File: config.mk
export PLATFORM = sky130hd
export DESIGN_NAME = uart_rx_ctrl
export DESIGN_NICKNAME = d
export VERILOG_FILES = /design/src/rtl/uart_rx_ctrl.sv
export SDC_FILE = /design/constraint.sdc
export NUM_CORES = 1
export LEC_CHECK = 0
export BUFFER_PORTS_ARGS = -buffer_cell sky130_fd_sc_hd__clkbuf_2
export CORE_MARGIN = 2
export CORE_UTILIZATION = 60
export DETAILED_ROUTE_END_ITERATION = 7
export PLACE_DENSITY = 0.83
export SETUP_SLACK_MARGIN = 0.05
export SYNTH_ARGS = -nofsm -noshare
export SYNTH_HDL_FRONTEND = slang
export SYNTH_SLANG_ARGS = --single-unit
File: constraint.sdc
create_clock -name clk -period 4 [get_ports clk]
set_clock_uncertainty 0.05 [all_clocks]
set_input_delay 0.2 -clock clk [delete_from_list [all_inputs] [get_ports clk]]
set_output_delay 0.2 -clock clk [all_outputs]
set_load 0.03 [all_outputs]
File: src/rtl/uart_rx_ctrl.sv
// -----------------------------------------------------------------------------
// uart_rx_ctrl
// Receive-side control for a 16550-style UART: baud-rate generator, line
// control register, receive FIFO (or single holding register), line status
// register and receive interrupt.
//
// Ports
//   clk, rst            clock (rising edge), synchronous active-low reset
//   div_wr, div_din     load baud divisor (restarts the baud counter)
//   lcr_wr, lcr_din     load line control {sticky_parity, eps, pen, wls[1:0]}
//   fifo_en             1 = FIFO_DEPTH-entry FIFO, 0 = single holding register
//   rx_trig             FIFO trigger level select (1/4/8/14 entries)
//   rx_push + flags     receiver completion strobe with data and pe/fe/bi
//   rd_en               pop head entry
//   lsr_rd              line status read, clears sticky error bits
//   baud_pulse          16x oversample tick to the receiver
//   wls/pen/eps/sticky_parity  registered line control to the receiver
//   rd_data             head character (last popped one when empty)
//   lsr                 {FIFO error, 0, 0, BI, FE, PE, OE, DR}
//   count               FIFO occupancy
//   rx_irq              receive interrupt (registered)
// -----------------------------------------------------------------------------
module uart_rx_ctrl #(
   parameter int FIFO_DEPTH = 16,
   parameter int DIV_W      = 16
) (
   input  logic             clk,
   input  logic             rst,
   input  logic             div_wr,
   input  logic [DIV_W-1:0] div_din,
   input  logic             lcr_wr,
   input  logic [4:0]       lcr_din,
   input  logic             fifo_en,
   input  logic [1:0]       rx_trig,
   input  logic             rx_push,
   input  logic             rx_pe,
   input  logic             rx_fe,
   input  logic             rx_bi,
   input  logic [7:0]       rx_data,
   input  logic             rd_en,
   input  logic             lsr_rd,
   output logic             baud_pulse,
   output logic [1:0]       wls,
   output logic             pen,
   output logic             eps,
   output logic             sticky_parity,
   output logic [7:0]       rd_data,
   output logic [7:0]       lsr,
   output logic [4:0]       count,
   output logic             rx_irq
);

   localparam int         AW      = (FIFO_DEPTH > 1) ? $clog2(FIFO_DEPTH) : 1;
   localparam logic [4:0] DEPTH_C = 5'(FIFO_DEPTH);

   // Baud generator state
   logic [DIV_W-1:0] div_q, div_d;
   logic [DIV_W-1:0] bcnt_q, bcnt_d;
   logic             bpulse_q, bpulse_d;
   // Line control
   logic [4:0]       lcr_q, lcr_d;
   // FIFO storage: entry = {bi, fe, pe, data}
   logic [10:0]      mem_q [FIFO_DEPTH];
   logic [AW-1:0]    wr_ptr_q, wr_ptr_d;
   logic [AW-1:0]    rd_ptr_q, rd_ptr_d;
   logic [4:0]       count_q, count_d;
   // Number of stored entries carrying any error flag
   logic [4:0]       err_q, err_d;
   // Sticky status {bi, fe, pe, oe}
   logic [3:0]       st_q, st_d;
   logic [3:0]       st_set_s;
   logic [7:0]       last_q, last_d;
   logic             irq_q, irq_d;
   logic             en_q;

   logic             flush_s;
   logic             full_s;
   logic             pop_s;
   logic             push_s;
   logic             ovr_s;
   logic [10:0]      head_s;
   logic [4:0]       lvl_s;

   assign head_s = mem_q[rd_ptr_q];

   // Next-state logic for baud generator, line control, FIFO and status
   always_comb begin
      div_d    = div_q;
      bcnt_d   = bcnt_q;
      bpulse_d = 1'b0;
      lcr_d    = lcr_q;
      wr_ptr_d = wr_ptr_q;
      rd_ptr_d = rd_ptr_q;
      count_d  = count_q;
      err_d    = err_q;
      last_d   = last_q;
      st_set_s = 4'b0000;

      // Baud counter: reload on load, tick when the count reaches 1
      if (div_wr) begin
         div_d  = div_din;
         bcnt_d = div_din;
      end else if (div_q == DIV_W'(0)) begin
         bcnt_d = DIV_W'(0);
      end else if (bcnt_q <= DIV_W'(1)) begin
         bpulse_d = 1'b1;
         bcnt_d   = div_q;
      end else begin
         bcnt_d = bcnt_q - DIV_W'(1);
      end

      if (lcr_wr) begin
         lcr_d = lcr_din;
      end else begin
         lcr_d = lcr_q;
      end

      // A mode change empties the FIFO; traffic in that cycle is dropped
      flush_s = (fifo_en != en_q);
      full_s  = fifo_en ? (count_q == DEPTH_C) : (count_q != 5'd0);
      pop_s   = rd_en && (count_q != 5'd0) && !flush_s;
      // A full FIFO still accepts a push when a pop frees a slot the same cycle
      push_s  = rx_push && !flush_s && (!full_s || pop_s);
      ovr_s   = rx_push && !flush_s && full_s && !pop_s;

      if (flush_s) begin
         wr_ptr_d = {AW{1'b0}};
         rd_ptr_d = {AW{1'b0}};
         count_d  = 5'd0;
         err_d    = 5'd0;
      end else begin
         if (push_s) begin
            wr_ptr_d = wr_ptr_q + AW'(1);
         end else begin
            wr_ptr_d = wr_ptr_q;
         end
         if (pop_s) begin
            rd_ptr_d = rd_ptr_q + AW'(1);
            last_d   = head_s[7:0];
         end else begin
            rd_ptr_d = rd_ptr_q;
         end
         count_d = count_q + {4'b0000, push_s} - {4'b0000, pop_s};
         err_d   = err_q + {4'b0000, push_s && (rx_pe || rx_fe || rx_bi)}
                         - {4'b0000, pop_s && (head_s[10:8] != 3'b000)};
      end

      st_set_s = {rx_bi && push_s, rx_fe && push_s, rx_pe && push_s, ovr_s};
      // Set beats a simultaneous status read
      st_d     = st_set_s | (lsr_rd ? 4'b0000 : st_q);

      case (rx_trig)
         2'b00:   lvl_s = 5'd1;
         2'b01:   lvl_s = 5'd4;
         2'b10:   lvl_s = 5'd8;
         2'b11:   lvl_s = 5'd14;
         default: lvl_s = 5'd1;
      endcase

      irq_d = (fifo_en ? (count_d >= lvl_s) : (count_d != 5'd0)) || (st_d != 4'b0000);
   end

   // State registers with synchronous active-low reset
   always_ff @(posedge clk) begin
      if (!rst) begin
         div_q    <= DIV_W'(0);
         bcnt_q   <= DIV_W'(0);
         bpulse_q <= 1'b0;
         lcr_q    <= 5'b00000;
         wr_ptr_q <= {AW{1'b0}};
         rd_ptr_q <= {AW{1'b0}};
         count_q  <= 5'd0;
         err_q    <= 5'd0;
         st_q     <= 4'b0000;
         last_q   <= 8'h00;
         irq_q    <= 1'b0;
         en_q     <= fifo_en;
      end else begin
         div_q    <= div_d;
         bcnt_q   <= bcnt_d;
         bpulse_q <= bpulse_d;
         lcr_q    <= lcr_d;
         wr_ptr_q <= wr_ptr_d;
         rd_ptr_q <= rd_ptr_d;
         count_q  <= count_d;
         err_q    <= err_d;
         st_q     <= st_d;
         last_q   <= last_d;
         irq_q    <= irq_d;
         en_q     <= fifo_en;
      end
   end

   // FIFO storage write; contents need no reset since count gates reads
   always_ff @(posedge clk) begin
      if (rst && push_s) begin
         mem_q[wr_ptr_q] <= {rx_bi, rx_fe, rx_pe, rx_data};
      end
   end

   assign baud_pulse    = bpulse_q;
   assign wls           = lcr_q[1:0];
   assign pen           = lcr_q[2];
   assign eps           = lcr_q[3];
   assign sticky_parity = lcr_q[4];
   assign rd_data       = (count_q != 5'd0) ? head_s[7:0] : last_q;
   assign lsr           = {(err_q != 5'd0), 2'b00, st_q, (count_q != 5'd0)};
   assign count         = count_q;
   assign rx_irq        = irq_q;

endmodule

Word level (Yosys, flattened, before mapping) --
Memories as Yosys holds them, arrays and structs flattened. A register that Yosys moved wholly into a read port is not among the register bits. Cells that the tools add are included.
Word-level totals: register bits 70, latch bits 0, bits in writable memories 176, memory bits (read-only) 0, output and inout port bits 28, logic and storage cells 73, memories 1
Operators by class: add/sub/neg operators 7, $mul 0, divide/modulo/power cells 0, order comparisons 2, eq/ne operators 5, shift-type cells 0, multiplexer cells 14, bitwise logic cells 3, reductions and logical operators 29
Memories:
- mem_q | words 16, bits a word 11, read ports 1, clocked after memory_dff 1, write ports 1, RTL line 63 | logic [10:0] mem_q [FIFO_DEPTH];
Operator list (count):
- 16-bit two-way mux | 3
- 5-bit case mux with 4 select lines | 1
- 16-bit by 1-bit less-or-equal comparator with 1-bit output, second input constant | 1
- 16-bit logical NOT | 1
- 16-bit by 1-bit subtractor with 16-bit output, second input constant | 1
- 5-bit nonzero test | 3
- 1-bit logical AND | 12
- 4-bit two-way mux | 3
- 5-bit by 1-bit adder with 5-bit output | 2
- 5-bit by 1-bit subtractor with 5-bit output | 2
- 4-bit by 1-bit adder with 4-bit output, second input constant | 2
- 8-bit two-way mux | 1
- 5-bit equality test, second input constant | 1
- 5-bit >= comparator | 1
- 1-bit two-way mux | 5
- 5-bit two-way mux | 1
- 2-bit equality test, second input constant | 2
- 1-bit logical OR | 4
- 4-bit OR | 1
- 4-bit nonzero test | 1
- 1-bit logical NOT | 3
- 3-bit nonzero test | 1
- 3-bit OR reduction | 1
- 2-bit by 1-bit equality test with 1-bit output, second input constant | 1
- other kinds (5) | 6

Longest topological paths before layout --
Gate-level depths: netlist of the first run.
depth in word-level cells 11, mapped depth 17, mapped depth without buffers 16

Worst setup path before layout of the first run --
No wires, ideal clock.
kind flip-flop to flip-flop, from register count_q[3] (netlist: count[3]), to register irq_q (netlist: rx_irq), setup time 128 ps, arrival time 3234 ps, required time 3822 ps, path slack 588 ps, cell stages (with the launch flop) 15, period minus slack after synthesis 3412 ps, path through dfxtp_1 > inv_1 > ha_1 > or3b_1 > a21oi_1 > nor2_1 > a211oi_1 > ha_1 > fa_1 > and3_1 > ha_1 > a21o_1 > a2111oi_0 > or3_1 > nand4bb_1
On the way: cells in the longest elaborated chain, start to end 11, elaborated cells between the ends (all ways) 23, classes of those cells add/sub (2); order compare (1); eq/ne (1); mux (3); bitwise (1); reduce/logical (15)
RTL lines:
- from (decl) | RTL line 66 | logic [4:0] count_q, count_d;
- from (signal assigned) | RTL line 185 | count_q <= count_d;
- 5-bit equality test or 5-bit nonzero test (tied branches) | RTL line 120, 121
- 1-bit two-way mux or 1-bit logical AND (tied branches) | RTL line 120, 121
- 1-bit logical NOT or 1-bit logical AND (tied branches) | RTL line 123, 121
- 1-bit logical OR | RTL line 123 | push_s = rx_push && !flush_s && (!full_s || pop_s);
- 1-bit logical AND | RTL line 123
- 5-bit by 1-bit adder with 5-bit output | RTL line 143 | count_d = count_q + {4'b0000, push_s} - {4'b0000, pop_s};
- 5-bit by 1-bit subtractor with 5-bit output * | RTL line 143
- 5-bit two-way mux * | RTL line 126 | if (flush_s) begin
- via count_d[1] | RTL line 66
- 5-bit >= comparator or 5-bit nonzero test (tied branches) | RTL line 160 | irq_d = (fifo_en ? (count_d >= lvl_s) : (count_d != 5'd0)) || (st_d != 4'b0000);
- 1-bit two-way mux * | RTL line 160
- 1-bit logical OR * | RTL line 160
- to (signal assigned) | RTL line 189 | irq_q <= irq_d;
- to (decl) | RTL line 73 | logic irq_q, irq_d;
The timed path passes the listed nets; every way through them passes the cells marked *. A chain may end at the register's enable or synchronous reset.

Final worst setup path of the first run --
from register count_q[3] (netlist: count[3]), to register err_q[4]
On the way: cells in the longest elaborated chain, start to end 8, elaborated cells between the ends (all ways) 12, classes of those cells add/sub (2); eq/ne (1); mux (1); reduce/logical (8)
RTL lines:
- 5-bit equality test or 5-bit nonzero test (tied branches) | RTL line 120, 121
- 1-bit two-way mux or 1-bit logical AND (tied branches) | RTL line 120, 121
- 1-bit logical NOT or 1-bit logical AND (tied branches) | RTL line 123, 121
- 1-bit logical OR | RTL line 123
- 1-bit logical AND | RTL line 123
- 1-bit logical AND | RTL line 144 | err_d = err_q + {4'b0000, push_s && (rx_pe || rx_fe || rx_bi)}
- 5-bit by 1-bit adder with 5-bit output | RTL line 144
- 5-bit by 1-bit subtractor with 5-bit output * | RTL line 145 | - {4'b0000, pop_s && (head_s[10:8] != 3'b000)};
- to (signal assigned) | RTL line 186 | err_q <= err_d;
- to (decl) | RTL line 68 | logic [4:0] err_q, err_d;
Every way passes the cells marked *; elsewhere a longest branch is shown, timed or not.

==> results of run 1 <==
[state kept, by name, indices dropped and copies added, names as in the netlist, named ones only]
register and count:
wr_ptr_q 4, last_q 8, div_q 16, count 5, rx_irq 1, st_q 4
lcr_q 5, bcnt_q 16, en_q 1, err_q 5, rd_ptr_q 4, mem_q 176
baud_pulse 1
[worst max path at each step]
stage	from	end	slack, ns
after floorplan	count[3]	rx_irq	0.59
after global placement	count[3]	rx_irq	0.57
after detailed placement	count[3]	err_q[4]	0.44
after CTS	count[3]	err_q[4]	0.41
after global routing	count[3]	err_q[4]	0.17
final	count[3]	err_q[4]	0.37
[per-stage QoR]
stage	std cells	setup slack [ns]	utilization
finish	1051	0.369	0.701
floorplan	714	0.588	-
detailed placement	981	0.444	0.638
CTS	1051	0.410	0.701
global route	1051	0.171	0.701
global placement	981	0.571	0.638
[what timing repair did]
action,CTS,global route
resized for setup,0,0
hold endpoints to repair,38,0
hold buffers,22,0
[synthesized netlist by cell type, drive strengths merged (15+ instances only)]
master  number
edfxtp     176
dfxtp       74
nor2        47
nand2       41
mux2i       32
mux4        32
nor2b       32
and3        24
o21ai       24
ha          22
inv         22
clkbuf      20
a22o        16
buf         15
[critical path, stage by stage (launching register included)]
cell     delay (ns)
dfxtp_1        0.33
inv_1          0.09
ha_1           0.19
or3b_1         0.43
mux2_4         0.36
nor2_4         0.34
o31ai_1        0.14
ha_1           0.29
inv_1          0.04
ha_1           0.19
inv_1          0.08
fa_1           0.21
inv_1          0.05
a21oi_1        0.18
nor2_1         0.09
or3_1          0.35
a21oi_1        0.15
[kinds of logic (layout without fill, tap and decap cells)]
kind of cell,Yosys count,in the layout
simple gates,197,197
buf+inv,57,169
flops,250,250
mux,65,65
xor+xnor,26,26
compound gates,93,93
other cells,1,2
fa+ha+maj,24,24
[power groups by stage]
stage                     clock network [W]  logic (W)  registers [W]
after floorplan                           0   0.000516        0.00296
after detailed placement                  0   0.000759        0.00295
after global placement                    0   0.000725        0.00295
final                               0.00237   0.000787        0.00290
after CTS                           0.00239   0.000781        0.00290
after global routing                0.00249   0.000845        0.00291
[routing by layer]
layer / up-vias / GRT usage
li1: 2899 / -
met4: 0 / 0.0839
met3: 63 / 0.0344
met2: 274 / 0.413
met1: 3125 / 0.293
met5: - / 0
[layout make-up]
| cell class | count | area, sq um |
|---|---|---|
| clock buffers | 29 | 672 |
| clock inverters | 19 | 179 |
| fillers | 1082 | 5120 |
| inverters | 22 | 82.6 |
| multi-input cells | 407 | 3380 |
| flip-flops and latches | 250 | 6770 |
| well taps | 225 | 282 |
| repair buffers | 99 | 631 |
==> results by group, run 1 <==
Placement
  – Post-DP Area: 0.0109 sq mm
  – Port-buffer cells: 67
  – DP Wirelength: 13.7 mm
  – Gpl congestion: 0.942

Route
  – 1st-pass router iterations: 5
  – Max Used Layer: met4
  – Metal2 WL: 11.1 mm
  – Via count: 6361
  – Met3 WL post-DR: 1.35 mm
  – Wire length on met1: 8.46 mm
  – WL per Instance: 20.5 um
  – Routed Antenna Nets: 0
  – Routed WL: 21.6 mm
  – Residual DRC: 0
  – Initial DRC Count: 529
  – Via density: 6.05

Timing
  – Max Slew Vio Count: 0
  – Final worst path period share: 0.908
  – Fin crit period: 3.63 ns
  – Final hold slack: 0.0161 ns
  – F_max: 275 MHz
  – RSZ-0062 raised after global routing: no
  – Final setup TNS: 0 ns
  – Setup violators final: 0
  – Final Hold Fails: 0
  – Worst-Margin Slew: 0.802 ns
  – Slew headroom: 0.464

Setup path
  – R2R depth: 16
  – Arr. time, crit path: 4.03 ns
  – Critical path required time: 4.40 ns
  – Reg2reg start: count[3]
  – Crit path kind: reg -> reg
  – Reg-to-reg setup timing slack: 0.37 ns
  – Critical Path Source Type: flop
  – Crit path capture type: flop
  – R2R Path End: err_q[4]
  – Crit-path max FO: 18

Power and ir drop
  – LEAKAGE: 4.40 nW
  – Pwr dens: 505 mW/mm^2
  – Clock power share: 0.391
  – Pint: 0.00454 W
  – Switch share: 0.250
  – VDD IR max: 417 uV
  – Sequential power share: 0.479
  – PnR Total Power: 0.00606 W
  – Gate power share: 0.130
  – Sw power: 0.00151 W

GRT
  – Largest net degree at the start of global routing: 37
  – GRT overflow: 0
  – Initial antenna violation count: 0
  – Number of global-route vias before repair: 6398
  – GRT Resource Usage Total: 0.233
  – First-pass GRT wire length: 32.8 mm

Layout
  – Layout cells sized above 1: 0.194
  – Most frequent cells in the layout: edfxtp_1 (176), dfxtp_1 (73), clkbuf_2 (67), nor2_1 (45), nand2_1 (41)
  – Antenna cell count: 0
  – Commonest non-fill, non-tap cell in the layout: edfxtp_1
  – Final #Nets: 872
  – Final instance area: 0.0120 sq mm
  – Area growth from synthesis to layout: 15.6%

CTS
  – Setup Buffers After CTS: 0
  – CTS root buf: clkbuf_16
  – H-tree level count: 1
  – Clock Sinks: 250
  – Clock Tree Buf Depth: 3
  – Reg clk slew, reported paths: 0.06 ns
  – Clock tree from TritonCTS: done
  – TritonCTS buffer count: 26
  – Clk_lat worst skew: 0.53 ns

Yosys
  – Post-synth EDFFs: 176
  – Post-synthesis sequential area ratio: 0.652
  – Simple-gate share of the synthesized area: 0.107
  – Most used flip-flop cell after synthesis: edfxtp_1
  – Gate Count Post-Synth: 713
  – Synth Area per Inst: 14.5 sq um
  – Async S/R FF share, synth: 0
  – Largest family of logic cells by synthesized area: simple AND/OR/NAND/NOR gates
  – Synth Area in Adders: 0.0304
  – Synth warnings: 0
  – Complex-gate fraction of the synthesized area: 0.0635
  – Mux contribution to synthesized area: 0.102
  – Post-synthesis register bit count: 250
  – Share of the synthesized area in the top cell type: 0.510
  – XOR/XNOR Fraction of Synth Area: 0.0220
  – Synthesized area: 0.0104 sq mm
  – Yosys cell types: 61
  – Biggest area consumer among synthesized cells: edfxtp_1
  – Synth top area cells: edfxtp_1 (51%), dfxtp_1 (14%), mux4_2 (6.9%), mux2i_1 (3.1%), ha_1 (2.7%)

Floorplanning
  – Core footprint: 0.0171 sq mm
  – Die X: 135 um
  – Die Height: 135 um
  – Row count: 48
  – Initial Util: 0.606
  – Number of top-level pins: 70
  – Die area: 0.0184 sq mm

Run status
  – Status: finished clean

Min path
  – Hold Path End: st_q[0]
  – Hold depth: 3
  – Hold Crit Start: lsr_rd
  – Worst hold-check path type: in -> reg

Flow run
  – Max-cap violations: 0
Power figures use the tool's default switching activity.
==> run 2: changes to the inputs <==
--- a/config.mk
+++ b/config.mk
@@ -9,6 +9,7 @@
 export CORE_MARGIN = 2
 export CORE_UTILIZATION = 60
 export DETAILED_ROUTE_END_ITERATION = 7
+export HOLD_SLACK_MARGIN = 0.03
 export PLACE_DENSITY = 0.83
 export SETUP_SLACK_MARGIN = 0.05
 export SYNTH_ARGS = -nofsm -noshare
==> results by group, run 2 (same netlist as run 1, synthesis figures left out) <==
Power and ir drop
  – LEAKAGE: 4.40 nW (about the same)
  – VDD IR max: 415 uV (was 417 uV)
  – Pwr dens: 505 mW/mm^2 (about the same)

GRT
  – Initial antenna violation count: 0 (unchanged)
  – GRT Resource Usage Total: 0.233 (unchanged)
  – Largest net degree at the start of global routing: 37 (unchanged)
  – GRT overflow: 0 (unchanged)
  – Number of global-route vias before repair: 6398 (unchanged)
  – First-pass GRT wire length: 32.8 mm (unchanged)

CTS
  – Clock Sinks: 250 (unchanged)
  – H-tree level count: 1 (unchanged)
  – Clock tree from TritonCTS: done (unchanged)
  – TritonCTS buffer count: 26 (unchanged)
  – Clock Tree Buf Depth: 3 (unchanged)
  – Clk_lat worst skew: 0.53 ns (about the same)
  – Reg clk slew, reported paths: 0.06 ns (about the same)
  – CTS root buf: clkbuf_16 (unchanged)

Route
  – Via density: 6.08 (was 6.05)
  – Routed Antenna Nets: 0 (unchanged)
  – Residual DRC: 0 (unchanged)
  – Routed WL: 21.5 mm (was 21.6 mm)
  – WL per Instance: 20.5 um (about the same)
  – 1st-pass router iterations: 5 (unchanged)
  – Via count: 6396 (was 6361)
  – Initial DRC Count: 496 (was 529)

Timing
  – Final setup TNS: 0 ns (unchanged)
  – Fin crit period: 3.62 ns (was 3.63 ns)
  – Final worst path period share: 0.905 (was 0.908)
  – Final Hold Fails: 0 (unchanged)
  – Setup violators final: 0 (unchanged)
  – Slew headroom: 0.481 (was 0.464)
  – RSZ-0062 raised after global routing: no (unchanged)
  – Worst-Margin Slew: 0.777 ns (was 0.802 ns)
  – F_max: 276 MHz (was 275 MHz)
  – Max Slew Vio Count: 0 (unchanged)

Min path
  – Worst hold-check path type: in -> reg (unchanged)

Layout
  – Antenna cell count: 0 (unchanged)
  – Most frequent cells in the layout: edfxtp_1 (176), dfxtp_1 (73), clkbuf_2 (67), nor2_1 (45), nand2_1 (41) (unchanged)
  – Flip-flop count of the largest register after layout: 176 (unchanged)
  – Fillers: 1081 (was 1082)
  – Largest registers: mem_q x176, bcnt_q x16, div_q x16 (unchanged)
  – Layout cells sized above 1: 0.193 (was 0.194)
  – Reg with most FFs: mem_q (unchanged)
  – Commonest non-fill, non-tap cell in the layout: edfxtp_1 (unchanged)
  – Final #Nets: 873 (was 872)
  – Sequential Area: 0.00677 sq mm (unchanged)
  – Area growth from synthesis to layout: 15.7% (was 15.6%)
  – Post-Layout Cell Count: 1052 (was 1051)
  – Multi-input logic area: 0.00338 sq mm (unchanged)

Setup path
  – Arr. time, crit path: 4.02 ns (was 4.03 ns)
  – CP endpoint: err_q[4] (unchanged)
  – Critical path required time: 4.40 ns (about the same)
  – Crit path launch: count[3] (unchanged)
  – Reg2reg start: count[3] (unchanged)
  – R2R depth: 16 (unchanged)
  – Crit-path max FO: 18 (unchanged)
  – Crit path kind: reg -> reg (unchanged)
  – Reg-to-reg setup timing slack: 0.38 ns (was 0.37 ns)
  – Critical Path Source Type: flop (unchanged)
  – R2R Path End: err_q[4] (unchanged)
  – Crit path capture type: flop (unchanged)

Floorplanning
  – Die Height: 135 um (unchanged)
  – Initial Util: 0.606 (unchanged)
  – Row count: 48 (unchanged)
  – Die X: 135 um (unchanged)
  – Core footprint: 0.0171 sq mm (unchanged)
  – Die area: 0.0184 sq mm (unchanged)
  – Number of top-level pins: 70 (unchanged)

Placement
  – Gpl congestion: 0.942 (unchanged)
  – DP Wirelength: 13.7 mm (unchanged)
  – Port-buffer cells: 67 (unchanged)
  – Placed cell count: 981 (unchanged)

Flow run
  – Max-cap violations: 0 (unchanged)

Run status
  – Status: finished clean (unchanged)
==> run 2: worst min path at each step <==
stage / startpoint / to / slack, ns / cells after the start
after floorplan: fifo_en / en_q / 0.18 / 0
after global placement: div_din[2] / bcnt_q[2] / 0.37 / 3
after detailed placement: div_din[6] / bcnt_q[6] / 0.38 / 3
after CTS: lcr_wr / lcr_q[4] / 0.04 / 3
after global routing: lcr_wr / lcr_q[4] / 0.04 / 3
final: lcr_wr / lcr_q[4] / 0.04 / 3
==> run 2: timing repair <==
action | 4_1_cts | 5_1_grt
hold buffers | 23 | 0
gates resized for setup | 0 | 0
setup buffers | 0 | 0
hold endpoints to repair | 40 | 0
==> run 2: layout make-up <==
| type | count | share of cell area |
|---|---|---|
| clock buffers | 29 | 0.0560 |
| flip-flops and latches | 250 | 0.564 |
| multi-input cells | 407 | 0.282 |
| inverters | 22 | 0.00688 |
| repair buffers | 100 | 0.0534 |
| well taps | 225 | 0.0235 |
| clock inverters | 19 | 0.0149 |
==> run 2: report_power, final <==
| group | total [W] | leakage, nW | switching [W] | internal [W] |
|---|---|---|---|---|
| logic | 0.000787 | 1.80 | 0.000481 | 0.000306 |
| clock network | 0.00237 | 0.418 | 0.000969 | 0.00140 |
| registers | 0.00290 | 2.19 | 0.0000633 | 0.00284 |
| total | 0.00606 | 4.40 | 0.00151 | 0.00454 |
==> run 2: metal layers <==
| metal | vias to the layer above | wire (um) | track usage |
|---|---|---|---|
| met5 | - | 0 | 0 |
| met2 | 289 | 11200 | 0.413 |
| met1 | 3144 | 8330 | 0.293 |
| met3 | 59 | 1460 | 0.0344 |
| li1 | 2904 | - | - |
| met4 | 0 | 597 | 0.0839 |
==> run 2: stage by stage <==
| stage | power, W | util | cell area, sq um | hold WS [ns] | setup WS (ns) |
|---|---|---|---|---|---|
| 6_report | 0.00606 | 0.701 | 12000 | 0.0351 | 0.378 |
| 5_1_grt | 0.00624 | 0.701 | 12000 | 0.0411 | 0.171 |
| 4_1_cts | 0.00607 | 0.701 | 12000 | 0.0373 | 0.410 |
| 3_5_place_dp | 0.00371 | 0.638 | 10900 | 0.384 | 0.444 |
| 3_3_place_gp | 0.00367 | 0.638 | 10900 | 0.374 | 0.571 |
| 2_1_floorplan | 0.00348 | - | 10400 | 0.178 | 0.588 |
==> run 2: critical path, stage by stage (launching register included) <==
cell     delay (ns)
dfxtp_1        0.33
inv_1          0.10
ha_1           0.18
or3b_1         0.42
mux2_4         0.35
nor2_4         0.35
o31ai_1        0.14
ha_1           0.29
inv_1          0.04
ha_1           0.19
inv_1          0.08
fa_1           0.21
inv_1          0.05
a21oi_1        0.18
nor2_1         0.08
or3_1          0.35
a21oi_1        0.15
